$ cat src/rtl/rvm_test_monitor.sv
// Test-completion monitor: snoops accepted bus addresses against tagged watchpoints,
// applies an optional cycle timeout and latches a sticky result, hit index and cycle count.
module rvm_test_monitor #(
  parameter int ADDR_W    = 32,
  parameter int NUM_WATCH = 4,
  parameter int IDX_W     = 2,
  parameter int CNT_W     = 32
) (
  input  logic                        clk,
  input  logic                        resetn,
  input  logic                        start,
  input  logic                        clear,
  input  logic [ADDR_W-1:0]           mem_addr,
  input  logic                        mem_c_en,
  input  logic                        mem_stall,
  input  logic [NUM_WATCH-1:0]        watch_en,
  input  logic [NUM_WATCH*ADDR_W-1:0] watch_addr,
  input  logic [NUM_WATCH*2-1:0]      watch_kind,
  input  logic [CNT_W-1:0]            max_cycles,
  output logic                        busy,
  output logic                        done,
  output logic                        done_pulse,
  output logic [2:0]                  result,
  output logic [IDX_W-1:0]            hit_index,
  output logic [CNT_W-1:0]            cycle_count
);

  typedef enum logic [1:0] {
    ST_IDLE = 2'd0,
    ST_RUN  = 2'd1,
    ST_DONE = 2'd2
  } state_t;

  localparam logic [2:0] RES_NONE    = 3'd0;
  localparam logic [2:0] RES_PASS    = 3'd1;
  localparam logic [2:0] RES_FAIL    = 3'd2;
  localparam logic [2:0] RES_HALT    = 3'd3;
  localparam logic [2:0] RES_TIMEOUT = 3'd4;

  state_t                 state_r, state_s;
  logic                   busy_r, done_r, done_pulse_r, done_pulse_s;
  logic [2:0]             result_r, result_s;
  logic [IDX_W-1:0]       hit_index_r, hit_index_s;
  logic [CNT_W-1:0]       cycle_count_r, cycle_count_s, count_inc_s;
  logic [NUM_WATCH-1:0]   match_s;
  logic                   hit_any_s, timeout_s;
  logic [IDX_W-1:0]       hit_idx_s;
  logic [1:0]             hit_kind_s;

  function automatic logic [2:0] kind_to_result(input logic [1:0] kind);
    case (kind)
      2'b00:   kind_to_result = RES_HALT;
      2'b01:   kind_to_result = RES_PASS;
      default: kind_to_result = RES_FAIL;
    endcase
  endfunction

  // Per-watchpoint match and lowest-index priority selection; stalled or idle bus never hits.
  always_comb begin
    match_s    = {NUM_WATCH{1'b0}};
    hit_idx_s  = {IDX_W{1'b0}};
    hit_kind_s = 2'b00;
    for (int i = 0; i < NUM_WATCH; i++) begin
      match_s[i] = watch_en[i] & mem_c_en & ~mem_stall &
                   (mem_addr == watch_addr[i*ADDR_W +: ADDR_W]);
    end
    for (int i = NUM_WATCH - 1; i >= 0; i--) begin
      hit_idx_s  = match_s[i] ? IDX_W'(i) : hit_idx_s;
      hit_kind_s = match_s[i] ? watch_kind[i*2 +: 2] : hit_kind_s;
    end
    hit_any_s = |match_s;
  end

  // Saturating increment and timeout detection against the live limit.
  always_comb begin
    count_inc_s = (&cycle_count_r) ? cycle_count_r : cycle_count_r + CNT_W'(1);
    timeout_s   = (max_cycles != {CNT_W{1'b0}}) &&
                  ((cycle_count_r + CNT_W'(1)) == max_cycles);
  end

  // Next-state logic; clear overrides everything.
  always_comb begin
    state_s = state_r;
    if (clear) begin
      state_s = ST_IDLE;
    end else begin
      case (state_r)
        ST_IDLE: state_s = start ? ST_RUN : ST_IDLE;
        ST_RUN:  state_s = (hit_any_s || timeout_s) ? ST_DONE : ST_RUN;
        ST_DONE: state_s = start ? ST_RUN : ST_DONE;
        default: state_s = ST_IDLE;
      endcase
    end
  end

  // Next values of the latched run results.
  always_comb begin
    result_s      = result_r;
    hit_index_s   = hit_index_r;
    cycle_count_s = cycle_count_r;
    done_pulse_s  = 1'b0;
    if (clear) begin
      result_s      = RES_NONE;
      hit_index_s   = {IDX_W{1'b0}};
      cycle_count_s = {CNT_W{1'b0}};
    end else begin
      case (state_r)
        ST_IDLE, ST_DONE: begin
          if (start) begin
            result_s      = RES_NONE;
            hit_index_s   = {IDX_W{1'b0}};
            cycle_count_s = {CNT_W{1'b0}};
          end else begin
            result_s      = result_r;
          end
        end
        ST_RUN: begin
          cycle_count_s = count_inc_s;
          if (hit_any_s) begin
            result_s     = kind_to_result(hit_kind_s);
            hit_index_s  = hit_idx_s;
            done_pulse_s = 1'b1;
          end else if (timeout_s) begin
            result_s     = RES_TIMEOUT;
            hit_index_s  = {IDX_W{1'b0}};
            done_pulse_s = 1'b1;
          end else begin
            result_s     = result_r;
          end
        end
        default: begin
          result_s      = RES_NONE;
          hit_index_s   = {IDX_W{1'b0}};
          cycle_count_s = {CNT_W{1'b0}};
        end
      endcase
    end
  end

  // State and registered outputs.
  always_ff @(posedge clk or negedge resetn) begin
    if (!resetn) begin
      state_r       <= ST_IDLE;
      busy_r        <= 1'b0;
      done_r        <= 1'b0;
      done_pulse_r  <= 1'b0;
      result_r      <= RES_NONE;
      hit_index_r   <= {IDX_W{1'b0}};
      cycle_count_r <= {CNT_W{1'b0}};
    end else begin
      state_r       <= state_s;
      busy_r        <= (state_s == ST_RUN);
      done_r        <= (state_s == ST_DONE);
      done_pulse_r  <= done_pulse_s;
      result_r      <= result_s;
      hit_index_r   <= hit_index_s;
      cycle_count_r <= cycle_count_s;
    end
  end

  assign busy        = busy_r;
  assign done        = done_r;
  assign done_pulse  = done_pulse_r;
  assign result      = result_r;
  assign hit_index   = hit_index_r;
  assign cycle_count = cycle_count_r;

endmodule

$ cat config.mk
export PLATFORM = sky130hd
export DESIGN_NAME = rvm_test_monitor
export DESIGN_NICKNAME = d
export VERILOG_FILES = /design/src/rtl/rvm_test_monitor.sv
export SDC_FILE = /design/constraint.sdc
export NUM_CORES = 1
export LEC_CHECK = 0
export CAP_MARGIN = 10
export CORE_MARGIN = 2
export CORE_UTILIZATION = 40
export CTS_CLUSTER_SIZE = 25
export DETAILED_ROUTE_END_ITERATION = 16
export PLACE_DENSITY = 0.77
export SLEW_MARGIN = 40
export SYNTH_ARGS = -nofsm -noshare
export SYNTH_HDL_FRONTEND = slang
export SYNTH_SLANG_ARGS = --single-unit
$ cat constraint.sdc
create_clock -name clk -period 4.15 [get_ports clk]
set_input_delay 0.83 -clock clk [delete_from_list [all_inputs] [get_ports clk]]
set_output_delay 0.83 -clock clk [all_outputs]
set_load 0.03 [all_outputs]
==> impl_metrics.toml, run 1 <==
[setup_path]
crit_path_cell_trace = "and4_1, nand2_1, nor4_1, buf_4, mux2i_1, nand4_1, or4_4, nor4_2, o21ai_0"
cpLargestDelayFamily = "simple AND/OR/NAND/NOR gates"
crit_arrival_ps = 3730
crit_type = "flop to flop"
path_max_fanout = 9
cp-end-kind = "flop"
cpPeakStageDelay_ps = 610
slowest_stage = "or4_4"
required_ps = 4310
path_buf_inv = 1
critPathLaunchType = "flop"

[cells_and_area]
multi_input_area_um2 = 4315
regArea_um2 = 1051
fillers = 1282
nNetsFinal = 1165
synthToLayoutAreaGrowth_pct = 49.89
layout-drive-gt1-share_pct = 3.979

[clocking]
cts_setup_buffers = 0
clk_pin_slew_worst_paths_ps = 70
htree_num_levels = 2
clockBufferDepth = 2
cts_tree = "yes"
numCtsBuffers = 5
clk_latency_ps = 290
cts_resized = 0
cts.sinks = 42
cts_hold_buf = 0
cts_root_buffer = "clkbuf_16"

[timing]
fin_setup_tns_ps = 0
min_period_ps = 3564
hold_viol = 0
rsz0062_at_grt = "no"
slew_headroom_pct = 47.73
setup_viol = 0
slew_viol_final = 0
hold_ws_ps = 520.4
max_freq_mhz = 280.6
tightest_slew_ps = 776.9
post-route-period-util_pct = 85.88
clock_skew_ps = 6.198

[power]
p_clk_share_pct = 31.9
p_comb_share_pct = 39.4
total_power_mw = 1.455
cellPowerDensity_nw_per_um2 = 173.5
irDropWorstVdd_uv = 136.6
power.internal_uw = 981.7
pwr-share-seq_pct = 28.7
p_sw_share_pct = 32.51
power.switching_uw = 472.9
leakage_nw = 3.086

[run]
drv_cap = 0

[synth]
synthArstFlopShare_pct = 100.0
yosys_register_bits = 42
synthesis.area_um2 = 5593
synth_top_area_share_pct = 20.20
synthTopCellsByArea = "xor2_1 20%, dfrtp_1 19%, nor4_1 7.4%"
ys_warn_count = 0
syn-instance-count = 723
ys.flop_type = "dfrtp_1"
yosysUniqueCellTypes = 72
syn-num-nets = 934
synth_top_cell_by_area = "xor2_1"
synth_edf_count = 0
seq_area_frac_synth_pct = 18.79
avgSynthCellArea_um2 = 7.736

[grt]
grt_pass1_wl_mm = 39.32
grt_start_max_net_pins = 43
grt_overflow_total = 0
grt.total_usage_pct = 35.10
grt_pass1_vias = 6851
antenna_found_initial = 2

[floorplan]
rows = 43
die_x_um = 122.2
die_area_um2 = 14940
core_um2 = 13770
fp.dieH_um = 122.2
ioPinCount = 250
start_util_pct = 40.61

[drt]
drt-total-wl_mm = 26.37
routed.top_layer = "met4"
vias = 6886
drc = 0
vias_per_cell = 6.056
ant_nets = 0
wl_met3_mm = 1.963
dr.first_iter.drc_count = 705
met1_length_mm = 9.890
drt_first_pass_iters = 7
wl_met2_mm = 13.19
wl_per_cell_um = 23.19

[placed_design]
portBuffers = 249
gp_congestion = 1.051
hpwl_mm = 22.22

[hold_path]
hold_class = "flop to flop"

[run_status]
outcome = "completed"
flip-flops by register name (all words and copies together), names as in the netlist:
name / flops
cycle_count: 32
result: 3
hit_index: 2
state_r: 2
busy: 1
done: 1
done_pulse: 1
cells in the mapped netlist (11+ instances only):
master and instances:
xor2_1 129, nor4_1 66, nor2_1 52, o21ai_0 45
dfrtp_1 42, nand2_1 41, xnor2_1 32, nand4_1 29
nand3_1 26, nor3_1 24, o31ai_1 21, a21oi_1 15
buf_2 15, clkbuf_1 14, and4_1 13, or3_1 11
power by group through the flow:
| stage | combinational [mW] | clock, mW | sequential (mW) |
|---|---|---|---|
| 2_1_floorplan | 0.206 | 0 | 0.428 |
| 3_3_place_gp | 0.569 | 0 | 0.425 |
| 3_5_place_dp | 0.565 | 0 | 0.425 |
| 4_1_cts | 0.568 | 0.469 | 0.417 |
| 5_1_grt | 0.606 | 0.482 | 0.417 |
| 6_report | 0.573 | 0.464 | 0.417 |
metrics by stage:
| step | utilization [%] | cells | setup WS, ps | cell area (µm²) |
|---|---|---|---|---|
| global placement | 59.58 | 1127 | 495.6 | 8207 |
| finish | 60.86 | 1137 | 585.9 | 8383 |
| CTS | 60.83 | 1135 | 629.7 | 8378 |
| detailed placement | 59.60 | 1127 | 476.7 | 8209 |
| floorplan | - | 723 | 1013 | 5593 |
| global route | 60.86 | 1137 | 406.2 | 8383 |
path summary, 6_finish.rpt:
path	start	endpoint	slack, ps	cells past startpoint
setup / recovery	cycle_count[3]$_DFFE_PN0P_	result[1]$_DFFE_PN0P_	590	9
hold / removal	result[2]$_DFFE_PN0P_	result[2]$_DFFE_PN0P_	520	1
setup reg to reg	cycle_count[3]$_DFFE_PN0P_	result[1]$_DFFE_PN0P_	590	9
hold reg to reg	result[2]$_DFFE_PN0P_	result[2]$_DFFE_PN0P_	520	1
max in group asynchronous	resetn	result[0]$_DFFE_PN0P_	3230	1
min in group asynchronous	resetn	cycle_count[11]$_DFFE_PN0P_	530	1
area by class of cell:
class,count,share of cell area [%]
inverters,10,0.4478
repair buffers,261,30.78
clock buffers,5,1.493
clock inverters,3,0.5224
multi-input cells,634,51.48
flip-flops and latches,42,12.54
well taps,180,2.687
diodes,2,0.05970
cells by family after synthesis:
kind of cell,synth area share (%)
flops,18.79
xor+xnor,25.21
buf+inv,4.049
compound gates,15.73
mux,0.8949
fa+ha+maj,0.2237
simple gates,35.10
metal layers:
layer / global-route usage (%) / vias up
li1: - / 3201
met4: 16.74 / 0
met3: 5.390 / 64
met2: 63.61 / 389
met1: 40.11 / 3232
met5: 0 / -
cell usage in the layout (no fill, tap or decap), types with 10 or more instances in the layout:
master / n
clkdlybuf4s50_1: 248
xor2_1: 129
nor4_1: 66
nor2_1: 52
o21ai_0: 45
dfrtp_1: 42
nand2_1: 41
xnor2_1: 32
nand4_1: 29
nand3_1: 26
nor3_1: 24
o31ai_1: 21
a21oi_1: 15
and4_1: 13
buf_4: 13
or3_1: 11
or4_1: 10
inv_1: 10
(Power assumes the default switching activity.)
==> inputs of run 2 (changes only) <==
--- a/config.mk
+++ b/config.mk
@@ -11,6 +11,7 @@
 export CTS_CLUSTER_SIZE = 25
 export DETAILED_ROUTE_END_ITERATION = 16
 export PLACE_DENSITY = 0.77
+export SETUP_SLACK_MARGIN = 0.05
 export SLEW_MARGIN = 40
 export SYNTH_ARGS = -nofsm -noshare
 export SYNTH_HDL_FRONTEND = slang
==> results of run 2 <==
No change in the layout: final DEF, timing and power equal those of run 1.
==> inputs of run 3 (changes only) <==
--- a/config.mk
+++ b/config.mk
@@ -5,12 +5,13 @@
 export SDC_FILE = /design/constraint.sdc
 export NUM_CORES = 1
 export LEC_CHECK = 0
+export ABC_AREA = 1
 export CAP_MARGIN = 10
 export CORE_MARGIN = 2
 export CORE_UTILIZATION = 40
 export CTS_CLUSTER_SIZE = 25
 export DETAILED_ROUTE_END_ITERATION = 16
-export PLACE_DENSITY = 0.77
+export PLACE_DENSITY = 0.75
 export SETUP_SLACK_MARGIN = 0.05
 export SLEW_MARGIN = 40
 export SYNTH_ARGS = -nofsm -noshare
==> impl_metrics.toml, run 3 <==
[run_status]
outcome = "completed"

[hold_path]
hold_class = "flop to flop"

[synth]
yosys_register_bits = 42
ys_warn_count = 0
synth_common_cells = "369 x nand2_1, 170 x nor2_1, 142 x inv_1, 66 x nand3_1"
synthTopCellsByArea = "nand2_1 22%, dfrtp_1 17%, nor2_1 10%"
synthesis.area_um2 = 6208
syn-num-nets = 1321
synthArstFlopShare_pct = 100.0
syn-instance-count = 1110
yosysMostFrequentCell = "nand2_1"
synth_top_cell_by_area = "nand2_1"
seq_area_frac_synth_pct = 16.93
synth_top_area_share_pct = 22.31
ys.flop_type = "dfrtp_1"
avgSynthCellArea_um2 = 5.593
synth_edf_count = 0
yosysUniqueCellTypes = 39

[drt]
ant_nets = 0
drt-total-wl_mm = 29.14
wl_per_cell_um = 18.78
vias = 8276
routed.top_layer = "met4"
wl_met3_mm = 3.159
vias_per_cell = 5.332
drc = 0
drt_first_pass_iters = 5
wl_met2_mm = 13.14
met1_length_mm = 11.71
dr.first_iter.drc_count = 637

[timing]
min_period_ps = 3265
rsz0062_at_grt = "no"
hold_ws_ps = 472.7
slew_viol_final = 0
hold_viol = 0
max_freq_mhz = 306.3
post-route-worst-setup-slack_ps = 885.3
post-route-period-util_pct = 78.67
fin_setup_tns_ps = 0
slew_headroom_pct = 46.06
clock_skew_ps = 11.22
setup_viol = 0
tightest_slew_ps = 807.1

[floorplan]
start_util_pct = 40.84
ioPinCount = 250
die_x_um = 128.6
die_area_um2 = 16530
rows = 45
fp.dieH_um = 128.6
core_um2 = 15200

[clocking]
cts.sinks = 42
clk_latency_ps = 290
cts_resized = 0
clockBufferDepth = 2
cts_hold_buf = 0
numCtsBuffers = 5
cts_setup_buffers = 0
clk_pin_slew_worst_paths_ps = 60
cts_tree = "yes"
cts_root_buffer = "clkbuf_16"
htree_num_levels = 2

[grt]
antenna_found_initial = 3
grt_pass1_vias = 8024
grt_overflow_total = 0
grt_start_max_net_pins = 43
grt_pass1_wl_mm = 43.90
grt.total_usage_pct = 35.17

[power]
p_comb_share_pct = 42.4
pwr-share-seq_pct = 27.8
cellPowerDensity_nw_per_um2 = 165.5
p_clk_share_pct = 29.8
power.switching_uw = 501.4
power.internal_mw = 1.003
p_sw_share_pct = 33.33
irDropWorstVdd_uv = 135.4
leakage_nw = 4.055

[cells_and_area]
nNetsFinal = 1571
largest_register_ff_count = 32
layout.cells.non_filler = 1552
synthToLayoutAreaGrowth_pct = 46.43
final_cell_mix = "369 x nand2_1, 248 x clkdlybuf4s50_1, 170 x nor2_1"
fin_util_pct = 59.80
final_common_cell = "nand2_1"
layout-drive-gt1-share_pct = 4.629

[setup_path]
slowest_stage = "clkdlybuf4s50_1"
crit_arrival_ps = 3440
cp-end-kind = "flop"
critPathLaunchType = "input port"
cpPeakStageDelay_ps = 660
path_max_fanout = 6
crit_path_cell_trace = "clkdlybuf4s50_1, inv_1, nand2_1, nand2_1, nor2_1, nand2_1, nor2_1, nand2_1, nor2_1, nand2_1, o21ai_0, nor2_1, nand2_4, nand2_4, nand2_1, nand2_1"
crit_type = "input port to flop"
cp_common_cell = "nand2_1"
required_ps = 4320

[placed_design]
post-place-ws_ps = 689.4
portBuffers = 249
gp_congestion = 1.083
post-place-cells = 1541
hpwl_mm = 25.60

[run]
drv_cap = 0
[run 3: changes by cell type after synthesis, sizes merged, moves of 15 or more]
cell and change:
inv +133, nand2 +338, xor2 -87, buf -18, o31ai -19, nand3 +40
o21ai -15, nor2 +134, nand3b +21, nor4 -56, o22ai +28, or2 +18
[run 3: stage by stage]
| step | power [mW] | instance area [µm²] |
|---|---|---|
| finish | 1.504 | 9091 |
| global route | 1.577 | 9089 |
| CTS | 1.497 | 9084 |
| detailed placement | 1.051 | 8921 |
| global placement | 1.053 | 8919 |
| floorplan | 0.6873 | 6208 |
[run 3: worst paths after layout]
path,from,endpoint,slack [ps],cells past startpoint
worst max-delay path,mem_addr[4],result[2]$_DFFE_PN0P_,890,16
worst min-delay path,hit_index[1]$_DFFE_PN0P_,hit_index[1]$_DFFE_PN0P_,470,2
worst max register to register,cycle_count[0]$_DFFE_PN0P_,cycle_count[5]$_DFFE_PN0P_,1180,12
worst min register to register,hit_index[1]$_DFFE_PN0P_,hit_index[1]$_DFFE_PN0P_,470,2
max in group asynchronous,resetn,cycle_count[22]$_DFFE_PN0P_,3210,1
min in group asynchronous,resetn,hit_index[0]$_DFFE_PN0P_,540,1
[run 3: per-layer routing]
layer	track usage [%]	vias to the layer above
li1	-	4028
met1	44.01	3718
met2	58.76	467
met3	8.233	63
met4	13.81	0
met5	0	-
[run 3: cell families after synthesis]
| logic type | after synthesis | synth area share (%) |
|---|---|---|
| adders and majority gates | 1 | 0.2015 |
| and+or+nand+nor | 766 | 55.52 |
| xor gates and xnor gates | 80 | 11.73 |
| buffers and inverters | 156 | 9.573 |
| AOI/OAI and AO/OA | 65 | 6.046 |
| DFF | 42 | 16.93 |
[run 3: final cells by class]
cell class / instances / area, µm²
Clock inverter: 1 / 30.03
Clock buffer: 7 / 132.6
Timing Repair Buffer: 254 / 2527
Tap cell: 188 / 235.2
Fill cell: 1542 / 6111
Sequential cell: 42 / 1051
Antenna cell: 3 / 7.507
Inverter: 145 / 544.3
Multi-Input combinational cell: 912 / 4563
[run 3: critical path, delay by kind of cell]
| family | cells | cell delay (ps) |
|---|---|---|
| and+or+nand+nor | 13 | 1550 |
| AOI/OAI and AO/OA | 1 | 190 |
| buffers and inverters | 2 | 850 |
[run 3: power by group through the flow]
stage	registers, mW	clock network [mW]	logic [mW]
after floorplan	0.432	0	0.256
after global placement	0.426	0	0.627
after detailed placement	0.426	0	0.626
after CTS	0.418	0.451	0.628
after global routing	0.419	0.474	0.684
final	0.418	0.448	0.638
